[src/rtl/uart_fifo_core.sv]
// UART front end with configurable frame format, RX/TX FIFOs on valid/ready streams,
// RX framing/parity/overrun flags and an optional idle gap after each TX frame.
module uart_fifo_core #(
  parameter int CLK_DIV    = 234,
  parameter int DATA_BITS  = 8,
  parameter int PARITY     = 0,
  parameter int STOP_BITS  = 1,
  parameter int FIFO_DEPTH = 16,
  parameter int TX_GAP     = 0
) (
  input  logic                          clk,
  input  logic                          rst_n,
  input  logic                          uart_rx,
  output logic                          uart_tx,
  input  logic [DATA_BITS-1:0]          tx_data,
  input  logic                          tx_valid,
  output logic                          tx_ready,
  output logic [DATA_BITS-1:0]          rx_data,
  output logic                          rx_valid,
  input  logic                          rx_ready,
  output logic                          rx_perr,
  output logic                          rx_ferr,
  output logic                          rx_overrun,
  input  logic                          clear_err,
  output logic [$clog2(FIFO_DEPTH):0]   tx_count,
  output logic [$clog2(FIFO_DEPTH):0]   rx_count,
  output logic                          tx_busy
);

  localparam int AW = $clog2(FIFO_DEPTH);
  localparam int CW = $clog2(CLK_DIV + 1);
  localparam int BW = $clog2(DATA_BITS + 1);
  localparam int GW = $clog2(TX_GAP + 2);
  localparam int EW = DATA_BITS + 2;
  localparam logic [AW:0]    FULL      = (AW+1)'(FIFO_DEPTH);
  localparam logic [CW-1:0]  DIV       = CW'(CLK_DIV);
  localparam logic [CW-1:0]  HALF      = CW'(CLK_DIV / 2);
  localparam logic [CW-1:0]  TMR_ONE   = CW'(1);
  localparam logic [BW-1:0]  LAST_BIT  = BW'(DATA_BITS - 1);
  localparam logic [BW-1:0]  LAST_STOP = BW'(STOP_BITS - 1);
  localparam logic [GW-1:0]  GAP_END   = GW'(TX_GAP);

  typedef enum logic [2:0] {TX_IDLE, TX_START, TX_DATA, TX_PAR, TX_STOP, TX_GAP_S} tx_state_e;
  typedef enum logic [2:0] {RX_IDLE, RX_START, RX_DATA, RX_PAR, RX_STOP} rx_state_e;

  // ---------------- TX FIFO ----------------
  logic [DATA_BITS-1:0] tx_mem [FIFO_DEPTH];
  logic [AW-1:0]        tx_wp_q, tx_wp_d, tx_rp_q, tx_rp_d;
  logic [AW:0]          tx_fill_q, tx_fill_d;
  logic                 tx_push, tx_pop;
  logic [DATA_BITS-1:0] tx_head;

  assign tx_head = tx_mem[tx_rp_q];

  always_comb begin
    tx_ready  = (tx_fill_q != FULL);
    tx_push   = tx_valid && tx_ready;
    tx_wp_d   = tx_wp_q + AW'(tx_push);
    tx_rp_d   = tx_rp_q + AW'(tx_pop);
    tx_fill_d = tx_fill_q;
    if (tx_push && !tx_pop)      tx_fill_d = tx_fill_q + (AW+1)'(1);
    else if (!tx_push && tx_pop) tx_fill_d = tx_fill_q - (AW+1)'(1);
  end

  always_ff @(posedge clk) begin
    if (tx_push) tx_mem[tx_wp_q] <= tx_data;
  end

  // ---------------- RX FIFO ----------------
  logic [EW-1:0]   rx_mem [FIFO_DEPTH];
  logic [AW-1:0]   rx_wp_q, rx_wp_d, rx_rp_q, rx_rp_d;
  logic [AW:0]     rx_fill_q, rx_fill_d;
  logic            rx_wr, rx_push, rx_pop;
  logic [EW-1:0]   rx_wdata;
  logic            rx_ovr_q, rx_ovr_d;

  assign {rx_data, rx_perr, rx_ferr} = rx_mem[rx_rp_q];

  // A full FIFO still accepts the frame when the consumer pops in the same cycle.
  always_comb begin
    rx_valid  = (rx_fill_q != '0);
    rx_pop    = rx_valid && rx_ready;
    rx_push   = rx_wr && ((rx_fill_q != FULL) || rx_pop);
    rx_wp_d   = rx_wp_q + AW'(rx_push);
    rx_rp_d   = rx_rp_q + AW'(rx_pop);
    rx_fill_d = rx_fill_q;
    if (rx_push && !rx_pop)      rx_fill_d = rx_fill_q + (AW+1)'(1);
    else if (!rx_push && rx_pop) rx_fill_d = rx_fill_q - (AW+1)'(1);
    rx_ovr_d = rx_ovr_q;
    if (rx_wr && !rx_push) rx_ovr_d = 1'b1;
    else if (clear_err)    rx_ovr_d = 1'b0;
  end

  always_ff @(posedge clk) begin
    if (rx_push) rx_mem[rx_wp_q] <= rx_wdata;
  end

  // ---------------- TX shifter ----------------
  tx_state_e            tx_state_q, tx_state_d;
  logic [CW-1:0]        tx_tmr_q, tx_tmr_d;
  logic [BW-1:0]        tx_idx_q, tx_idx_d;
  logic [GW-1:0]        tx_gap_q, tx_gap_d;
  logic [DATA_BITS-1:0] tx_shift_q, tx_shift_d;
  logic                 tx_par_q, tx_par_d;
  logic                 tx_line_q, tx_line_d;
  logic                 tx_load;

  always_comb begin
    tx_state_d = tx_state_q;
    tx_tmr_d   = tx_tmr_q + TMR_ONE;
    tx_idx_d   = tx_idx_q;
    tx_gap_d   = tx_gap_q;
    tx_shift_d = tx_shift_q;
    tx_par_d   = tx_par_q;
    tx_line_d  = tx_line_q;
    tx_pop     = 1'b0;
    tx_load    = 1'b0;
    unique case (tx_state_q)
      TX_IDLE: tx_load = 1'b1;
      TX_START: if (tx_tmr_q == DIV) begin
        tx_state_d = TX_DATA;
        tx_tmr_d   = TMR_ONE;
        tx_idx_d   = '0;
        tx_line_d  = tx_shift_q[0];
      end
      TX_DATA: if (tx_tmr_q == DIV) begin
        tx_tmr_d = TMR_ONE;
        if (tx_idx_q == LAST_BIT) begin
          tx_idx_d = '0;
          if (PARITY != 0) begin
            tx_state_d = TX_PAR;
            tx_line_d  = tx_par_q;
          end else begin
            tx_state_d = TX_STOP;
            tx_line_d  = 1'b1;
          end
        end else begin
          tx_idx_d   = tx_idx_q + BW'(1);
          tx_shift_d = tx_shift_q >> 1;
          tx_line_d  = tx_shift_q[1];
        end
      end
      TX_PAR: if (tx_tmr_q == DIV) begin
        tx_state_d = TX_STOP;
        tx_tmr_d   = TMR_ONE;
        tx_idx_d   = '0;
        tx_line_d  = 1'b1;
      end
      TX_STOP: if (tx_tmr_q == DIV) begin
        tx_tmr_d = TMR_ONE;
        if (tx_idx_q != LAST_STOP) tx_idx_d = tx_idx_q + BW'(1);
        else if (TX_GAP > 0) begin
          tx_state_d = TX_GAP_S;
          tx_gap_d   = GW'(1);
        end else tx_load = 1'b1;
      end
      TX_GAP_S: begin
        if (tx_gap_q == GAP_END) tx_load = 1'b1;
        else tx_gap_d = tx_gap_q + GW'(1);
      end
      default: tx_state_d = TX_IDLE;
    endcase
    // Frame end and idle share one reload path so queued frames go out back to back.
    if (tx_load) begin
      if (tx_fill_q != '0) begin
        tx_pop     = 1'b1;
        tx_state_d = TX_START;
        tx_tmr_d   = TMR_ONE;
        tx_shift_d = tx_head;
        tx_par_d   = (^tx_head) ^ (PARITY == 2);
        tx_line_d  = 1'b0;
      end else begin
        tx_state_d = TX_IDLE;
        tx_line_d  = 1'b1;
      end
    end
  end

  assign uart_tx  = tx_line_q;
  assign tx_busy  = (tx_state_q != TX_IDLE);
  assign tx_count = tx_fill_q;
  assign rx_count = rx_fill_q;
  assign rx_overrun = rx_ovr_q;

  // ---------------- RX deserialiser ----------------
  rx_state_e            rx_state_q, rx_state_d;
  logic [CW-1:0]        rx_tmr_q, rx_tmr_d;
  logic [BW-1:0]        rx_idx_q, rx_idx_d;
  logic [DATA_BITS-1:0] rx_shift_q, rx_shift_d;
  logic                 rx_perr_q, rx_perr_d;
  logic                 rx_s1_q, rx_s2_q;

  always_comb begin
    rx_state_d = rx_state_q;
    rx_tmr_d   = rx_tmr_q + TMR_ONE;
    rx_idx_d   = rx_idx_q;
    rx_shift_d = rx_shift_q;
    rx_perr_d  = rx_perr_q;
    rx_wr      = 1'b0;
    rx_wdata   = {rx_shift_q, rx_perr_q, ~rx_s2_q};
    unique case (rx_state_q)
      RX_IDLE: if (!rx_s2_q) begin
        rx_state_d = RX_START;
        rx_tmr_d   = TMR_ONE;
        rx_perr_d  = 1'b0;
      end
      RX_START: if (rx_tmr_q == HALF) begin
        rx_state_d = rx_s2_q ? RX_IDLE : RX_DATA;
        rx_tmr_d   = TMR_ONE;
        rx_idx_d   = '0;
      end
      RX_DATA: if (rx_tmr_q == DIV) begin
        rx_tmr_d   = TMR_ONE;
        rx_shift_d = {rx_s2_q, rx_shift_q[DATA_BITS-1:1]};
        if (rx_idx_q == LAST_BIT) rx_state_d = (PARITY != 0) ? RX_PAR : RX_STOP;
        else rx_idx_d = rx_idx_q + BW'(1);
      end
      RX_PAR: if (rx_tmr_q == DIV) begin
        rx_tmr_d   = TMR_ONE;
        rx_perr_d  = rx_s2_q ^ (^rx_shift_q) ^ (PARITY == 2);
        rx_state_d = RX_STOP;
      end
      RX_STOP: if (rx_tmr_q == DIV) begin
        rx_wr      = 1'b1;
        rx_state_d = RX_IDLE;
      end
      default: rx_state_d = RX_IDLE;
    endcase
  end

  always_ff @(posedge clk or negedge rst_n) begin
    if (!rst_n) begin
      tx_wp_q    <= '0;
      tx_rp_q    <= '0;
      tx_fill_q  <= '0;
      rx_wp_q    <= '0;
      rx_rp_q    <= '0;
      rx_fill_q  <= '0;
      rx_ovr_q   <= 1'b0;
      tx_state_q <= TX_IDLE;
      tx_tmr_q   <= '0;
      tx_idx_q   <= '0;
      tx_gap_q   <= '0;
      tx_shift_q <= '0;
      tx_par_q   <= 1'b0;
      tx_line_q  <= 1'b1;
      rx_state_q <= RX_IDLE;
      rx_tmr_q   <= '0;
      rx_idx_q   <= '0;
      rx_shift_q <= '0;
      rx_perr_q  <= 1'b0;
      rx_s1_q    <= 1'b1;
      rx_s2_q    <= 1'b1;
    end else begin
      tx_wp_q    <= tx_wp_d;
      tx_rp_q    <= tx_rp_d;
      tx_fill_q  <= tx_fill_d;
      rx_wp_q    <= rx_wp_d;
      rx_rp_q    <= rx_rp_d;
      rx_fill_q  <= rx_fill_d;
      rx_ovr_q   <= rx_ovr_d;
      tx_state_q <= tx_state_d;
      tx_tmr_q   <= tx_tmr_d;
      tx_idx_q   <= tx_idx_d;
      tx_gap_q   <= tx_gap_d;
      tx_shift_q <= tx_shift_d;
      tx_par_q   <= tx_par_d;
      tx_line_q  <= tx_line_d;
      rx_state_q <= rx_state_d;
      rx_tmr_q   <= rx_tmr_d;
      rx_idx_q   <= rx_idx_d;
      rx_shift_q <= rx_shift_d;
      rx_perr_q  <= rx_perr_d;
      rx_s1_q    <= uart_rx;
      rx_s2_q    <= rx_s1_q;
    end
  end

endmodule
[config.mk]
export PLATFORM = sky130hd
export DESIGN_NAME = uart_fifo_core
export DESIGN_NICKNAME = d
export VERILOG_FILES = /design/src/rtl/uart_fifo_core.sv
export SDC_FILE = /design/constraint.sdc
export NUM_CORES = 1
export LEC_CHECK = 0
export ABC_AREA = 1
export CORE_UTILIZATION = 40
export CTS_BUF_LIST = sky130_fd_sc_hd__clkbuf_4 sky130_fd_sc_hd__clkbuf_8 sky130_fd_sc_hd__clkbuf_16
export DETAILED_ROUTE_END_ITERATION = 12
export SLEW_MARGIN = 10
export SYNTH_ARGS = -nofsm -noshare
export SYNTH_HDL_FRONTEND = slang
export SYNTH_SLANG_ARGS = --single-unit
[constraint.sdc]
create_clock -name clk -period 4.5 [get_ports clk]
set_input_delay 1.125 -clock clk [delete_from_list [all_inputs] [get_ports clk]]
set_output_delay 1.125 -clock clk [all_outputs]
set_load 0.005 [all_outputs]
==> metrics.csv, run 1 <==
metric,value,unit
drive_above_1_share,0.0896,
grt_max_degree,84,
synth_fa_ha_area_frac,0.0225,
worstHoldPathType,reg2reg,
cts_htree_levels,2,
start_util,0.406,
synthArstFlopShare,0.211,
io_pins,39,
synth_edf_count,288,
period_share,0.885,
dr_total_vias,10100,
ys_ff_latch,365,
synth_warnings,0,
die_w,200,um
place.gp.congestion,0.791,
max-slew-margin-rel,0.381,
grt_usage,0.173,
finalNonFillerCells,2014,
endpoint_kind,output pin,
post-place-ws,0.974,ns
cts.sinks,365,
power.density,507,mW/mm^2
dieArea,0.0401,mm^2
crit_type,reg2out,
fin_util,0.462,
synth_xor_area_frac,0.0139,
synth_compound_area_frac,0.0884,
final_cell_mix,"edfxtp_1 (288), nor2_1 (258), nand2_1 (211), o21ai_0 (142), nand3_1 (96)",
synth_top_family_by_area,simple AND/OR/NAND/NOR gates,
cts_tree,done,
synth_area,0.0157,mm^2
netlist_instances,1426,
vdd_ir_drop_max,0.435,mV
postCtsSetupBuffers,0,
wl,34100,um
synth_cell_types,38,
synth_ff_type,edfxtp_1,
cp-start-kind,register,
setup_ws,0.516,ns
path_clk_slew,0.06,ns
max_freq,251,MHz
nNetsFinal,1509,
clock_latency,0.55,ns
worst_pin_slew,0.929,ns
yosysTopAreaCell,edfxtp_1,
core.rowCount,72,
cts_buffer_depth,3,
ys_seq_area_frac,0.673,
port_buffers,38,
coreArea,0.0387,mm^2
leakage,7.23,nW
cts_root_buf,clkbuf_16,
wire_per_inst,16.9,um
drt_pass1_iterations,5,
viasPerCell,5.03,
crit_path_max_fanout,28,
cts_resized,0,
finalHoldViolations,0,
grt_first_pass_wirelength,54600,um
syn_nets,1467,
grt_overflow_total,0,
n_antenna_cell,0,
synth_area_per_cell,11.0,um^2
maxCapViolCount,0,
fin_skew,0.0179,ns
cp.required,3.38,ns
fin_crit,3.98,ns
area_growth,13.9,%
dp.cells,1945,
cts_made_buffers,39,
grt_setup_unrepaired,false,
synth_area_leaders,"edfxtp_1 (55%), dfrtp_1 (12%), nor2_1 (6.2%)",
fillers,3541,
synthMuxAreaShare,0.000717,
fin_setup_tns,0,ns
antenna_found_initial,0,
final_common_cell,edfxtp_1,
ff2ff_setup_slack,1.52,ns
dp_hpwl,20500,um
netlist.area_leader.share,0.550,
setup_viol,0,
drc,0,
drtIter0Drc,752,
arrival,2.86,ns
synthSimpleGateAreaFrac,0.160,
ctsHoldBuffers,0,
first_global_vias,9855,
slew_viol_final,0,
die_h,200,um
status,finished clean,
ant_nets,0,
-- critical path, stage by stage (launching register included) --
cell	delay (ns)
dfrtp_2	0.40
inv_2	0.41
buf_4	0.31
nor2_1	0.06
nor2_1	0.08
o21ai_0	0.09
o211ai_1	0.14
nand3_1	0.13
nand2_1	0.17
clkdlybuf4s50_1	0.52
-- where the power goes --
group	leakage (nW)	switching [W]	internal, W
Combinational	2.68	0.00121	0.000771
Clock	0.628	0.00127	0.00181
Sequential	3.93	0.000184	0.00383
-- cell usage after synthesis (3+ instances only) --
master,count
a21oi_1,19
buf_1,3
buf_2,23
clkbuf_1,33
dfrtp_1,74
dfstp_2,3
edfxtp_1,288
ha_1,25
inv_1,87
inv_2,10
nand2_1,211
nand2_2,4
nand3_1,96
nand4_1,9
nor2_1,258
nor2_2,5
nor2_4,3
nor3_1,3
o211ai_1,60
o21ai_0,142
o21ai_1,19
or2_2,5
xnor2_1,6
xor2_1,19
-- metal layers --
layer  vias up  share of wire  GRT usage
met5         -              0          0
met4         0          0.025     0.0569
met3        51          0.043     0.0304
met2       196           0.48      0.282
met1      4879           0.46      0.235
li1       5003              -          -
-- final timing paths --
path,cells past startpoint,startpoint,endpoint
setup reg to reg,18,tx_tmr_q[0],tx_count[4]
min in group asynchronous,1,rst_n,rx_tmr_q[7]
hold reg to reg,0,rx_s1_q,rx_s2_q
hold / removal,0,rx_s1_q,rx_s2_q
max in group asynchronous,2,rst_n,rx_rp_q[0]
setup / recovery,9,rx_rp_q[0],rx_data[0]
-- layout make-up --
cell class	count	area, um^2	area share
Inverter	99	372	0.0208
Tap cell	518	648	0.0362
Multi-Input combinational cell	901	4490	0.251
Sequential cell	365	10600	0.591
Clock buffer	58	1130	0.0632
Clock inverter	11	100	0.00559
Timing Repair Buffer	62	571	0.0319
-- sequential cells by signal, indices dropped and copies added, names as in the netlist --
signal and cells:
rx_wp_q 4, rx_shift_q 8, tx_count 5, rx_s1_q 1, rx_s2_q 1, tx_mem 128
tx_rp_q 4, rx_mem 160, rx_idx_q 4, rx_perr_q 1, tx_idx_q 4, rx_tmr_q 8
uart_tx 1, rx_rp_q 4, rx_state_q 3, tx_wp_q 4, tx_state_q 3, rx_overrun 1
rx_count 5, tx_shift_q 8, tx_tmr_q 8
-- kinds of logic (layout without fill, tap and decap cells) --
group,count (synthesis),in the layout
AND/OR/NAND/NOR,603,603
flip-flops,365,365
AO/OA/AOI/OAI,245,245
buffers and inverters,160,230
adder cells (fa/ha/maj),27,27
XOR/XNOR,25,25
multiplexers,1,1
-- stage by stage --
stage | total power (W) | hold slack (ns) | cell area (um^2)
2_1_floorplan | 0.00528 | 0.345 | 15700
3_3_place_gp | 0.00604 | 0.348 | 16700
3_5_place_dp | 0.00608 | 0.347 | 16700
4_1_cts | 0.00917 | 0.355 | 17900
5_1_grt | 0.00955 | 0.363 | 17900
6_report | 0.00907 | 0.355 | 17900
Note: power is estimated with default switching activity, not from simulation.
==> inputs of run 2 (changes only) <==
PLACE_DENSITY_LB_ADDON = 0.1   (was default)
clock period = 4.8 ns   (was 4.5 ns; I/O delays follow)
==> run 2 against run 1 <==
Effect of this change:
- power shrank 1.3%
- non-clock buffer count shrank 11
- largest power group unchanged
- sequential power shrank 6.0%
- routed wire length grew 3.8%
- clock skew grew 0.0027 ns
- critical path depth shrank 3
- design area grew 0.73%
- critical endpoint is now rx_data[6]
==> metrics.csv, run 2 (same netlist as run 1, synthesis figures left out) <==
metric,value,unit,change
endpoint_kind,output pin,,
pwr-share-comb,0.205,,-0.013
fin_crit,4.05,ns,
crit_type,reg2out,,
worstHoldPathType,reg2reg,,
postCtsSetupBuffers,0,,unchanged
clkPwrFrac,0.373,,+0.034
worstHoldPathCells,0,,unchanged
finalNonFillerCells,2009,,-0.25%
n_antenna_cell,0,,unchanged
fillers,3539,,-0.056%
arrival,2.85,ns,about the same
switching_power,0.00254,W,-4.4%
dpl_cell_area,0.0166,mm^2,-0.50%
worst_path_most_repeated_cell,o211ai_1,,
cp-start-kind,register,,
cts_made_buffers,41,,+5.1%
cts_tree,done,,
ff2ff_setup_slack,1.91,ns,+0.39 ns
worst-r2r-cell-count,18,,unchanged
clock_latency,0.54,ns,about the same
rr_startpoint,tx_tmr_q[0],,
final_common_cell,edfxtp_1,,
grt_first_pass_wirelength,56700,um,+3.9%
max_stage_delay,0.81,ns,+0.29 ns
vdd_ir_drop_max,0.244,mV,-44%
cts_resized,0,,unchanged
drive_above_1_share,0.0838,,-0.00574
worstHoldStart,rx_s1_q,,
area_growth,14.7,%,
swShare,0.284,,-0.00924
cts_buffer_depth,3,,unchanged
dp.cells,1934,,-0.57%
antenna_found_initial,0,,unchanged
io_pins,39,,unchanged
p_seq_frac,0.422,,-0.021
dr_total_vias,10100,,-0.20%
ant_nets,0,,unchanged
design_area,0.0180,mm^2,+0.73%
die_w,200,um,unchanged
coreArea,0.0387,mm^2,unchanged
nNetsFinal,1500,,-0.60%
drc,0,,unchanged
largest_reg_flops,160,,unchanged
slew_viol_final,0,,unchanged
drt_pass1_iterations,5,,unchanged
grt_max_degree,82,,-2.4%
leakage,7.27,nW,+0.51%
cts_root_buf,clkbuf_16,,
ctsHoldBuffers,0,,unchanged
die_h,200,um,unchanged
port_buffers,38,,unchanged
reg.largest.list,"rx_mem: 160 flops, tx_mem: 128 flops",,
wire_per_inst,17.6,um,+4.0%
max-slew-margin-rel,0.297,,-0.0844
wl,35400,um,+3.8%
start_util,0.406,,unchanged
setup_viol,0,,unchanged
max_freq,247,MHz,
cts.sinks,365,,unchanged
grt_usage,0.180,,+0.00652
crit_path_max_fanout,43,,+54%
fin_skew,0.0205,ns,+0.00268 ns
finalHoldViolations,0,,unchanged
dieArea,0.0401,mm^2,unchanged
multi_input_area,0.00449,mm^2,unchanged
grt_overflow_total,0,,unchanged
post-place-ws,1.27,ns,+0.295 ns
core.rowCount,72,,unchanged
power.density,497,mW/mm^2,-2.0%
worst_pin_slew,1.05,ns,+0.123 ns
path_clk_slew,0.06,ns,about the same
r2r_end,tx_count[4],,
setup_ws,0.745,ns,+0.229 ns
grt_setup_unrepaired,false,,
hold_end,rx_s2_q,,
cp.required,3.60,ns,+0.22 ns
regMostFlops,rx_mem,,
drtIter0Drc,681,,-9.4%
p_int,0.00641,W,about the same
period_share,0.845,,
place.gp.congestion,0.802,,+1.4%
seq_area,0.0106,mm^2,unchanged
final_cell_mix,"edfxtp_1 (288), nor2_1 (258), nand2_1 (211), o21ai_0 (142), nand3_1 (96)",,
viasPerCell,5.03,,about the same
maxCapViolCount,0,,unchanged
cts_htree_levels,2,,unchanged
first_global_vias,9946,,+0.92%
crit_chain,buf_12 -> o21ai_0 -> o211ai_1 -> o211ai_1 -> nand2_1 -> clkdlybuf4s50_1,,
status,finished clean,,
cp_slowest_cell,dfrtp_2,,
dp_hpwl,21700,um,+5.6%
fin_setup_tns,0,ns,unchanged
p_total,0.00895,W,-1.3%
## run 2: critical path: cells and delay by family (launching register included)
kind | cells | cell delay (ns)
AO/OA/AOI/OAI | 3 | 0.54
buffers and inverters | 2 | 0.80
AND/OR/NAND/NOR | 1 | 0.14
flip-flops | 1 | 0.81
## run 2: power by group through the flow
stage                     clock, W  combinational [W]  sequential [W]
after global placement           0            0.00185         0.00384
after global routing       0.00353            0.00208         0.00381
after floorplan                  0            0.00121         0.00374
final                      0.00334            0.00183         0.00378
after CTS                  0.00341            0.00187         0.00378
after detailed placement         0            0.00187         0.00384
## run 2: worst max path at each step
stage                             end  slack [ns]  startpoint
after floorplan           rx_count[4]        1.82    rx_ready
after global placement    rx_count[4]        1.23    rx_ready
after detailed placement  rx_count[4]        1.27    rx_ready
after CTS                  rx_data[6]        0.70  rx_rp_q[1]
after global routing       rx_data[6]        0.55  rx_rp_q[1]
final                      rx_data[6]        0.75  rx_rp_q[1]
## run 2: layout make-up
type	count	share of cell area
clock buffers	53	0.0629
clock inverters	22	0.0172
inverters	99	0.0206
multi-input cells	901	0.249
flip-flops and latches	365	0.587
well taps	518	0.0359
repair buffers	51	0.0271
## run 2: layer usage
metal / track usage / part of all wire / up-vias
met1: 0.249 / 0.46 / 4867
met3: 0.0259 / 0.048 / 51
met5: 0 / 0 / -
li1: - / - / 4986
met4: 0.0473 / 0.020 / 0
met2: 0.297 / 0.47 / 205
## run 2: metrics by stage
step                       util  hold WS (ns)
final                     0.465         0.358
after global routing      0.465         0.365
after CTS                 0.465         0.362
after detailed placement  0.428         0.354
after global placement    0.428         0.348
after floorplan               -         0.345
==> inputs of run 3 (changes only) <==
clock period = 4 ns   (was 4.8 ns; I/O delays follow)
==> run 3 against run 2 <==
Effect of this change:
- largest power group unchanged
- critical path depth stayed put
- combinational power is 24% higher
- critical path type unchanged
- largest cell class unchanged
- die area stayed put
- non-clock buffer count is 13 higher
==> metrics.csv, run 3 (same netlist as run 1, synthesis figures left out) <==
metric,value,unit,change
status,finished clean,,
coreArea,0.0387,mm^2,unchanged
cp_slowest_cell,dfrtp_2,,
reg.largest.list,"rx_mem: 160 flops, tx_mem: 128 flops",,
nNetsFinal,1512,,+0.80%
rr_startpoint,tx_tmr_q[0],,
r2r_end,tx_count[4],,
drt_pass1_iterations,5,,unchanged
dr_total_vias,10200,,+1.1%
arrival,2.77,ns,-0.08 ns
period_share,0.942,,
cts_resized,0,,unchanged
drtIter0Drc,566,,-17%
cts_htree_levels,2,,unchanged
holdWs,0.355,ns,-0.00279 ns
crit_chain,buf_12 -> o21ai_0 -> o211ai_1 -> nand3_1 -> nand2_1 -> clkdlybuf4s50_1,,
n_antenna_cell,0,,unchanged
cp.buffers_inverters,2,,unchanged
grt_max_degree,82,,unchanged
grt_first_pass_wirelength,58400,um,+3.0%
viasPerCell,5.06,,+0.57%
multi_input_area,0.00449,mm^2,unchanged
wire_per_inst,17.8,um,+0.79%
die_w,200,um,unchanged
area_growth,14.6,%,about the same
regMostFlops,rx_mem,,
drc,0,,unchanged
grt_usage,0.185,,+0.00520
fin_crit,3.77,ns,
final_cell_mix,"edfxtp_1 (288), nor2_1 (258), nand2_1 (211), o21ai_0 (142), nand3_1 (96)",,
grt_setup_unrepaired,false,,
worstHoldStart,rx_s1_q,,
ff2ff_setup_slack,1.10,ns,-0.81 ns
io_pins,39,,unchanged
cp-start-kind,register,,
first_global_vias,10300,,+3.1%
largest_reg_flops,160,,unchanged
power.density,582,mW/mm^2,+17%
slew_viol_final,0,,unchanged
place.gp.congestion,0.769,,-4.1%
finalHoldViolations,0,,unchanged
drive_above_1_share,0.0906,,+0.00677
ant_nets,0,,unchanged
seq_area,0.0106,mm^2,unchanged
path_clk_slew,0.05,ns,about the same
wl,35900,um,+1.3%
core.rowCount,72,,unchanged
cts.sinks,365,,unchanged
endpoint_kind,output pin,,
fin_util,0.465,,about the same
crit_path_max_fanout,33,,-23%
port_buffers,38,,unchanged
crit_type,reg2out,,
worst_pin_slew,1.04,ns,-0.00787 ns
start_util,0.406,,unchanged
ctsHoldBuffers,0,,unchanged
fin_skew,0.0128,ns,-0.00777 ns
antenna_found_initial,0,,unchanged
critical_path.top_delay_family,flip-flops,,
max_freq,265,MHz,
max-slew-margin-rel,0.302,,+0.00527
dpl_cell_area,0.0167,mm^2,+0.74%
worst-r2r-cell-count,18,,unchanged
cp.required,3.00,ns,-0.60 ns
setup_viol,0,,unchanged
leakage,7.29,nW,+0.25%
design_area,0.0180,mm^2,about the same
vdd_ir_drop_max,0.358,mV,+47%
die_h,200,um,unchanged
cts_tree,done,,
cts_made_buffers,40,,-2.4%
fillers,3633,,+2.7%
cts_buffer_depth,3,,unchanged
fin_setup_tns,0,ns,unchanged
final_common_cell,edfxtp_1,,
grt_overflow_total,0,,unchanged
clock_latency,0.54,ns,about the same
worstHoldPathCells,0,,unchanged
maxCapViolCount,0,,unchanged
dieArea,0.0401,mm^2,unchanged
cts_root_buf,clkbuf_16,,
worstHoldPathType,reg2reg,,
postCtsSetupBuffers,0,,unchanged
dp_hpwl,22000,um,+1.5%
max_stage_delay,0.80,ns,about the same
hold_end,rx_s2_q,,
[run 3: routing by layer]
layer	wire (um)	up-vias	track usage
met1	16900	4966	0.257
met3	1240	68	0.0254
met4	1120	0	0.0673
met2	16600	161	0.296
li1	-	5022	-
met5	0	-	0
[run 3: per-stage QoR]
stage / power (W) / std cells / setup WS [ns]
after global routing: 0.0110 / 2019 / 0.0449
after detailed placement: 0.00692 / 1947 / 0.564
after global placement: 0.00690 / 1947 / 0.551
after floorplan: 0.00594 / 1426 / 1.22
after CTS: 0.0106 / 2019 / 0.172
final: 0.0105 / 2019 / 0.231
[run 3: how the worst max path moves through the flow]
| stage | startpoint | end | depth (start not counted) |
|---|---|---|---|
| finish | rx_rp_q[1] | rx_data[0] | 6 |
| global route | rx_rp_q[1] | rx_data[5] | 6 |
| CTS | rx_rp_q[0] | rx_data[0] | 6 |
| detailed placement | rx_ready | rx_count[4] | 12 |
| global placement | rx_ready | rx_count[4] | 12 |
| floorplan | rx_ready | rx_count[4] | 11 |
[run 3: where the power goes]
part	leakage, nW	internal, W	switching, W
combinational	2.70	0.000906	0.00137
clock	0.662	0.00220	0.00147
sequential	3.93	0.00431	0.000221
[run 3: final cells by class]
class                      instances  share of cell area
clock buffer                      56              0.0639
clock inverter                    16             0.00868
inverter                          99              0.0206
multi-input combinational        901               0.249
sequential                       365               0.587
tap                              518              0.0360
timing repair buffer              64              0.0341
